[src/rtl/jg3_code_gen_if.sv]
// Request/emit bundle between a JG3 code generator and its requester/consumer.
// The slave modport is the generator side; the master modport is the side that
// issues class requests and drains emitted codes.
interface jg3_code_gen_if;
  logic       req_valid;
  logic       X;
  logic       Y;
  logic       req_ready;
  logic [2:0] ABC;
  logic       abc_valid;
  logic       out_ready;
  logic       err;

  modport master (
    output req_valid, X, Y, out_ready,
    input  req_ready, ABC, abc_valid, err
  );

  modport slave (
    input  req_valid, X, Y, out_ready,
    output req_ready, ABC, abc_valid, err
  );
endinterface

[src/rtl/jg3_code_gen.sv]
// JG3 code generator: the sequential inverse of the JG3 3-bit classifier
// (X = ABC >= 4, Y = ABC == 0). A request names a class {X,Y}; the block then
// emits BURST codes that all classify back to that class, walking each class's
// code set round-robin with a pointer that survives across requests.
// Optional feature macro: JG3_SELFCHECK_EN adds a chk_fail output driven by an
// internal classifier that re-checks every transferred code.
module jg3_code_gen #(
  parameter int BURST = 1
) (
  input  logic               clk,
  input  logic               rst,
  jg3_code_gen_if.slave      bus
`ifdef JG3_SELFCHECK_EN
  ,
  output logic               chk_fail
`endif
);

  localparam logic [1:0] ST_IDLE = 2'd0;
  localparam logic [1:0] ST_EMIT = 2'd1;
  localparam logic [1:0] ST_ERR  = 2'd2;

  // Class encodings as {X,Y}
  localparam logic [1:0] CLS_L = 2'b00;
  localparam logic [1:0] CLS_Z = 2'b01;
  localparam logic [1:0] CLS_H = 2'b10;

  logic [1:0] r_state;
  logic [2:0] r_abc;
  logic       r_valid;
  logic       r_err;
  logic [1:0] r_cls;
  logic [1:0] r_ptrL;
  logic [1:0] r_ptrH;
  logic [3:0] r_remaining;

  logic       w_xfer;
  logic [1:0] w_reqCls;
  logic [1:0] w_nextPtrL;
  logic [1:0] w_nextPtrH;
  logic [2:0] w_acceptCode;
  logic [2:0] w_nextCode;

  // Code selected by a class and the current pointers of the L and H sets.
  // L walks 001..011 (pointer 0..2), H walks 100..111 (pointer 0..3), Z is 000.
  function automatic logic [2:0] codeOf(input logic [1:0] cls,
                                        input logic [1:0] ptrL,
                                        input logic [1:0] ptrH);
    logic [2:0] code;
    case (cls)
      CLS_L:   code = {1'b0, ptrL} + 3'd1;
      CLS_H:   code = {1'b1, ptrH};
      default: code = 3'b000;
    endcase
    return code;
  endfunction

  assign w_reqCls     = {bus.X, bus.Y};
  assign w_xfer       = (r_state == ST_EMIT) && r_valid && bus.out_ready;
  assign w_nextPtrL   = (r_ptrL == 2'd2) ? 2'd0 : r_ptrL + 2'd1;
  assign w_nextPtrH   = r_ptrH + 2'd1;
  assign w_acceptCode = codeOf(w_reqCls, r_ptrL, r_ptrH);
  assign w_nextCode   = codeOf(r_cls, w_nextPtrL, w_nextPtrH);

  assign bus.req_ready = (r_state == ST_IDLE) && !rst;
  assign bus.ABC       = r_abc;
  assign bus.abc_valid = r_valid;
  assign bus.err       = r_err;

  // Main control: accept a class in IDLE, stream the burst in EMIT, pulse err in ERR
  always_ff @(posedge clk) begin
    if (rst) begin
      r_state     <= ST_IDLE;
      r_abc       <= 3'b000;
      r_valid     <= 1'b0;
      r_err       <= 1'b0;
      r_cls       <= CLS_L;
      r_ptrL      <= 2'd0;
      r_ptrH      <= 2'd0;
      r_remaining <= 4'd0;
    end else begin
      r_err <= 1'b0;
      case (r_state)
        ST_IDLE: begin
          if (bus.req_valid) begin
            if (bus.X && bus.Y) begin
              r_state <= ST_ERR;
              r_err   <= 1'b1;
            end else begin
              r_cls       <= w_reqCls;
              r_remaining <= 4'(BURST);
              r_abc       <= w_acceptCode;
              r_valid     <= 1'b1;
              r_state     <= ST_EMIT;
            end
          end
        end
        ST_EMIT: begin
          if (w_xfer) begin
            if (r_cls == CLS_L) r_ptrL <= w_nextPtrL;
            if (r_cls == CLS_H) r_ptrH <= w_nextPtrH;
            r_remaining <= r_remaining - 4'd1;
            if (r_remaining == 4'd1) begin
              r_valid <= 1'b0;
              r_state <= ST_IDLE;
            end else begin
              r_abc <= w_nextCode;
            end
          end
        end
        ST_ERR: begin
          r_state <= ST_IDLE;
        end
        default: begin
          r_state <= ST_IDLE;
        end
      endcase
    end
  end

`ifdef JG3_SELFCHECK_EN
  logic [1:0] w_chkCls;

  assign w_chkCls = {r_abc[2], r_abc == 3'b000};

  // Sticky flag: any transferred code whose classification differs from the latched class
  always_ff @(posedge clk) begin
    if (rst) begin
      chk_fail <= 1'b0;
    end else if (w_xfer && (w_chkCls != r_cls)) begin
      chk_fail <= 1'b1;
    end
  end
`endif

endmodule

[src/flat_wrapper.sv]
// flat-port wrapper written by rule: the top's interface ports become plain ports
module jg3_code_gen_flat 
#(
  parameter int BURST = 1
)
  (clk, rst, bus_req_valid, bus_X, bus_Y, bus_out_ready, bus_req_ready, bus_ABC, bus_abc_valid, bus_err);
  jg3_code_gen_if bus_i ();
  input  logic clk;
  input  logic rst;
  input wire logic [$bits(bus_i.req_valid)-1:0] bus_req_valid;
  input wire logic [$bits(bus_i.X)-1:0] bus_X;
  input wire logic [$bits(bus_i.Y)-1:0] bus_Y;
  input wire logic [$bits(bus_i.out_ready)-1:0] bus_out_ready;
  output wire logic [$bits(bus_i.req_ready)-1:0] bus_req_ready;
  output wire logic [$bits(bus_i.ABC)-1:0] bus_ABC;
  output wire logic [$bits(bus_i.abc_valid)-1:0] bus_abc_valid;
  output wire logic [$bits(bus_i.err)-1:0] bus_err;
  assign bus_i.req_valid = bus_req_valid;
  assign bus_i.X = bus_X;
  assign bus_i.Y = bus_Y;
  assign bus_i.out_ready = bus_out_ready;
  assign bus_req_ready = bus_i.req_ready;
  assign bus_ABC = bus_i.ABC;
  assign bus_abc_valid = bus_i.abc_valid;
  assign bus_err = bus_i.err;
  jg3_code_gen #(.BURST(BURST)) u_core (.clk(clk), .rst(rst), .bus(bus_i));
endmodule
[config.mk]
export PLATFORM = sky130hd
export DESIGN_NAME = jg3_code_gen_flat
export DESIGN_NICKNAME = d
export VERILOG_FILES = /design/src/rtl/jg3_code_gen_if.sv /design/src/rtl/jg3_code_gen.sv /design/src/flat_wrapper.sv
export SDC_FILE = /design/constraint.sdc
export NUM_CORES = 1
export LEC_CHECK = 0
export BUFFER_PORTS_ARGS = -buffer_cell sky130_fd_sc_hd__buf_4
export CAP_MARGIN = 20
export CORE_UTILIZATION = 52
export CTS_CLUSTER_SIZE = 25
export DETAILED_ROUTE_END_ITERATION = 8
export HOLD_SLACK_MARGIN = 0.08
export PLACE_DENSITY = 0.82
export RECOVER_POWER = 100
export SYNTH_ARGS = -nofsm -noshare
export SYNTH_HDL_FRONTEND = slang
export SYNTH_SLANG_ARGS = --single-unit
export TNS_END_PERCENT = 30
[constraint.sdc]
create_clock -name clk -period 2 [get_ports clk]
set_input_delay 0.2 -clock clk [delete_from_list [all_inputs] [get_ports clk]]
set_output_delay 0.2 -clock clk [all_outputs]
set_load 0.05 [all_outputs]
==> results of run 1 <==
[power groups by stage]
stage	registers (W)	logic, W	clock network, W
2_1_floorplan	0.000399	0.0000885	0
3_3_place_gp	0.000379	0.000143	0
3_5_place_dp	0.000380	0.000144	0
4_1_cts	0.000372	0.000145	0.000186
5_1_grt	0.000375	0.000139	0.000198
6_report	0.000372	0.000129	0.000184
[final cells by class]
type | count | area share, %
Clock buffer | 4 | 2.73
Inverter | 4 | 1.56
Multi-Input combinational cell | 71 | 51.7
Timing Repair Buffer | 12 | 6.62
Tap cell | 16 | 2.08
Sequential cell | 17 | 35.3
[per-stage QoR]
step / power [W] / utilization (%) / hold WS (ns) / setup WS [ns]
global route: 0.000712 / 61.8 / 0.221 / 0.177
finish: 0.000685 / 61.8 / 0.214 / 0.326
detailed placement: 0.000524 / 63.2 / 0.490 / 0.376
floorplan: 0.000488 / - / 0.380 / 0.149
CTS: 0.000703 / 64.8 / 0.209 / 0.350
global placement: 0.000521 / 63.2 / 0.484 / 0.445
[layer usage]
| layer | share of wire (%) | up-vias | track usage, % | wire length, µm |
|---|---|---|---|---|
| met2 | 45 | 20 | 33.9 | 771 |
| met4 | 2.0 | 0 | 7.50 | 34 |
| met5 | 0 | - | 0 | 0 |
| li1 | - | 364 | - | - |
| met1 | 49 | 331 | 27.3 | 832 |
| met3 | 3.5 | 4 | 3.75 | 60 |
[cell families after synthesis]
kind of cell | count (synthesis)
fa+ha+maj | 6
buf+inv | 8
flops | 17
simple gates | 42
xor+xnor | 6
mux | 4
compound gates | 13
[critical path, stage by stage, from the launching register on]
cell and delay, ns:
dfxtp_1 0.35, or3b_1 0.47, o22ai_1 0.46, o311a_1 0.25, nor3_1 0.04
[sequential cells by signal, indices dropped and copies added, names as in the netlist]
register              flops
u_core.r_cls              2
u_core.bus.abc_valid      1
u_core.r_state            2
u_core.r_ptrL             2
u_core.bus.ABC            3
u_core.r_remaining        4
u_core.bus.err            1
u_core.r_ptrH             2
[Yosys cell counts, drive strengths merged]
| cell | count | area share, % |
|---|---|---|
| dfxtp | 17 | 38 |
| nor2 | 17 | 8.2 |
| nor3 | 8 | 4.5 |
| ha | 6 | 8.4 |
| inv | 4 | 1.7 |
| mux2i | 4 | 4.5 |
| nor3b | 4 | 3.3 |
| a21oi | 3 | 1.7 |
| xnor2 | 3 | 2.9 |
| xor2 | 3 | 2.9 |
| a211o | 2 | 2.0 |
| buf | 2 | 1.7 |
| clkbuf | 2 | 0.84 |
| nand2 | 2 | 0.84 |
| nand4b | 2 | 2.0 |
| nor2b | 2 | 1.4 |
| or3b | 2 | 2.0 |
| a211oi | 1 | 0.84 |
| a311oi | 1 | 1.7 |
| a41oi | 1 | 0.98 |
| and2 | 1 | 0.70 |
| and4b | 1 | 1.1 |
| nand3 | 1 | 0.56 |
| nor4 | 1 | 0.70 |
| o21a | 1 | 0.84 |
| o22a | 1 | 0.98 |
| o22ai | 1 | 2.2 |
| o311a | 1 | 1.1 |
| o32ai | 1 | 0.98 |
| or3 | 1 | 0.70 |
[worst max-delay path by stage]
stage,start,to,slack (ns),cells after the start
after floorplan,rst,bus_req_ready,0.15,3
after global placement,u_core.r_remaining[0],u_core.bus.ABC[1],0.45,4
after detailed placement,u_core.r_remaining[0],u_core.bus.ABC[1],0.38,4
after CTS,u_core.r_remaining[0],u_core.bus.ABC[1],0.35,4
after global routing,u_core.r_remaining[0],u_core.bus.ABC[2],0.18,5
final,u_core.r_state[0],u_core.bus.ABC[0],0.33,4
==> results.cfg, run 1 <==
[route]
vias = 719
via_per_inst = 5.80
wire_per_inst_um = 13.7
route.detailed.drc = 0
routed_wirelength_um = 1700
drt_pass1_iterations = 4
drtIter0Drc = 21
drt.antenna.violating_nets = 0

[global_routing]
grt_max_degree = 19
grt_antenna_before_repair = 0
grt_first_pass_wirelength_um = 2980
overflow = 0
grt_pass1_vias = 685
track_usage_pct = 20.7

[floorplanning]
fp.dieH_um = 43.5
die-area_um2 = 1900
rows = 14
io_pins = 12
die_w_um = 43.5
initial_core_util_pct = 57.5
coreArea_um2 = 1560

[clock_tree]
h-tree-depth = 1
insertion_delay_ns = 0.28
cts.sinks = 17
cts_made_buffers = 3
path_clk_slew_ns = 0.11
cts_max_path_buffers = 2
post_cts_buffers = 0
postCtsHoldBufs = 0
post_cts_resized = 0
cts_root_buf = clkbuf_4
cts_tree = yes

[hold_path]
hp-class = in -> reg
whs_path_depth = 2
min_from = rst
hold-path-endpoint = u_core.bus.ABC[1]

[cells_and_area]
seq_area_um2 = 340
mostFrequentLayoutCells = dfxtp_1, nor2_1, nor3_1, clkbuf_1, ha_1
final_net_count = 121
fin_cells = 124
synthToLayoutAreaGrowth_pct = 7.39
nFillCells = 124
multi_input_area_um2 = 498
drive_gt1_share_pct = 9.26
layout_commonest_cell = dfxtp_1
fin_area_um2 = 963
antenna_cells = 0

[synthesis]
synth-simple-area-share_pct = 25.9
synth.avg_cell_area_um2 = 9.34
syn_area_um2 = 897
synth_compound_area_share_pct = 13.2
syn_inst = 96
synth_xor_area_share_pct = 5.86
yosys_warnings = 0
synth_cell_types = 33
syn-num-nets = 108
synth_top_family_by_area = simple AND/OR/NAND/NOR gates
yosysSeqAreaShare_pct = 37.9
synth_seq_cells = 17
synthMuxAreaShare_pct = 4.46
synth-adder-area-share_pct = 8.37

[setup_path]
crit_path_end_kind = flip-flop
rrSetupSlack_ns = 0.33
crit_type = reg -> reg
cp_data_required_time_ns = 2.18
cp.arrival_ns = 1.85
rr_endpoint = u_core.bus.ABC[0]
r2r-start = u_core.r_state[0]
critPathMaxFanout = 6
r2r_cells = 4
setup.worst_path.start_class = flip-flop

[timing]
finalHoldViolCount = 0
finClkSkew_ns = 0.00824
drv_slew = 0
finalSetupTns_ns = 0
worstMarginPinSlew_ns = 0.600
finalCritPeriodShare_pct = 83.7
setup_viol = 0
max_freq_mhz = 597
fin_crit_ns = 1.67
rsz0062_at_grt = false
slew_headroom_pct = 60.2

[place]
gp_congestion = 0.817
dp_hpwl_um = 1230
port_buffers = 11
place_area_um2 = 985
dp_cells = 120

[power]
p_sw_share_pct = 30.5
leakage_nw = 0.355
internal_power_w = 0.000476
power.density_nw_per_um2 = 711
power_frac_comb_pct = 18.8
ir_drop_mv = 0.421
sequentialPowerShare_pct = 54.4
p_sw_w = 0.000209
power_frac_clock_pct = 26.8

[flow_run]
drv_cap = 0

[status]
outcome = finished clean
Note: power is estimated with default switching activity, not from simulation.
==> run 2: changes to the inputs <==
Clock period 2 ns to 1.57 ns, I/O delays scaled along.
==> run 2 against run 1 <==
Maximum frequency increased by 14%. Via count increased by 3.6%. Setup slack got worse by 0.23 ns.
==> results.cfg, run 2 (synthesis gave the netlist of run 1 again) <==
[setup_path]
critPathMaxFanout = 6
setup.worst_path.start_class = flip-flop
rrSetupSlack_ns = 0.1
cp_data_required_time_ns = 1.80
cp.arrival_ns = 1.70
crit_type = reg -> reg
crit_path_end_kind = flip-flop

[global_routing]
met3_usage_pct = 2.50
grt_antenna_before_repair = 0
track_usage_pct = 23.1
grt_use_met2_pct = 42.1
overflow = 0
grt_first_pass_wirelength_um = 3250
grt_util_met1_pct = 27.3
grt_max_degree = 19
busiest_layer = met2
grt_pass1_vias = 759

[power]
power.density_nw_per_um2 = 894
ir_drop_mv = 0.690
p_sw_w = 0.000290
sequentialPowerShare_pct = 52.4
internal_power_w = 0.000619
p_sw_share_pct = 31.9
power_frac_comb_pct = 20.8
leakage_nw = 0.378
power_frac_clock_pct = 26.8

[cells_and_area]
fin_area_um2 = 1020
synthToLayoutAreaGrowth_pct = 13.4
mostFrequentLayoutCells = nor2_1, dfxtp_1, nor3_1, buf_4
largest_reg_flops = 4
final_net_count = 123
largest_register = u_core.r_remaining
drive_gt1_share_pct = 20.9
layout_commonest_cell = nor2_1
antenna_cells = 0

[timing]
drv_slew = 0
slew_headroom_pct = 58.5
worstMarginPinSlew_ns = 0.626
finalCritPeriodShare_pct = 93.7
max_freq_mhz = 680
fin_crit_ns = 1.47
setup_viol = 0
whs_ns = 0.164
rsz0062_at_grt = false
finalHoldViolCount = 0
finalSetupTns_ns = 0
finClkSkew_ns = 0.00736

[clock_tree]
insertion_delay_ns = 0.30
cts_root_buf = clkbuf_4
cts_made_buffers = 3
cts.sinks = 17
cts_tree = yes
path_clk_slew_ns = 0.11
cts_max_path_buffers = 2
h-tree-depth = 1

[hold_path]
hp-class = in -> reg

[place]
port_buffers = 11
gp_congestion = 0.859
place_area_um2 = 1010
dp_hpwl_um = 1340

[floorplanning]
rows = 14
coreArea_um2 = 1560
die_w_um = 43.5
fp.dieH_um = 43.5
die-area_um2 = 1900
initial_core_util_pct = 57.5
io_pins = 12

[route]
drt_pass1_iterations = 5
via_per_inst = 5.91
drtIter0Drc = 17
vias = 745
drt.antenna.violating_nets = 0
routed_wirelength_um = 1850
route.detailed.drc = 0
wire_per_inst_um = 14.7

[status]
outcome = finished clean

[flow_run]
drv_cap = 0
-- run 2: changes by cell type in the layout (fill, tap and decap cells not counted), sizes merged --
cell,change
clkinv,+1
buf,+2
clkbuf,-1
-- run 2: power groups by stage --
stage | Combinational (W) | Clock (W) | Sequential (W)
after floorplan | 0.000114 | 0 | 0.000510
after global placement | 0.000189 | 0 | 0.000483
after detailed placement | 0.000195 | 0 | 0.000485
after CTS | 0.000196 | 0.000244 | 0.000475
after global routing | 0.000205 | 0.000263 | 0.000480
final | 0.000189 | 0.000243 | 0.000476
-- run 2: stage by stage --
stage | worst slack [ns] | instances | power, W | utilization, %
after floorplan | 0.0531 | 96 | 0.000623 | -
after global placement | 0.111 | 122 | 0.000672 | 64.5
after detailed placement | 0.0813 | 122 | 0.000680 | 64.5
after CTS | 0.0478 | 126 | 0.000916 | 66.3
after global routing | 0.00961 | 126 | 0.000948 | 65.2
final | 0.0990 | 126 | 0.000909 | 65.2
-- run 2: final cells by class --
cell class / instances / area [µm²]
inverters: 4 / 15.0
well taps: 16 / 20.0
multi-input cells: 71 / 529
clock inverters: 1 / 5.00
flip-flops and latches: 17 / 344
clock buffers: 3 / 22.5
repair buffers: 14 / 81.3
fillers: 130 / 542
-- run 2: what timing repair did --
action / in CTS / in global routing
endpoints found under the setup margin: 0 / 4
hold buffers: 0 / 0
buffers inserted: 0 / 0
gates resized for setup: 0 / 4
-- run 2: path summary, 6_finish.rpt --
path / startpoint / to / cells past startpoint
worst max-delay path: u_core.r_state[0] / u_core.r_remaining[0] / 5
worst min register to register: u_core.bus.ABC[0] / u_core.bus.ABC[0] / 2
worst max register to register: u_core.r_state[0] / u_core.r_remaining[0] / 5
worst min-delay path: rst / u_core.r_remaining[1] / 2
-- run 2: layer usage --
layer,vias up,routed length [µm]
met1,351,831
li1,367,-
met2,23,895
met5,-,0
met4,0,42
met3,4,80
-- run 2: worst max-delay path: stages, from the launching register on --
cell and delay, ns:
dfxtp_1 0.38, or3b_4 0.43, buf_4 0.17, nor2_4 0.17, nor3_1 0.06, a211oi_1 0.19
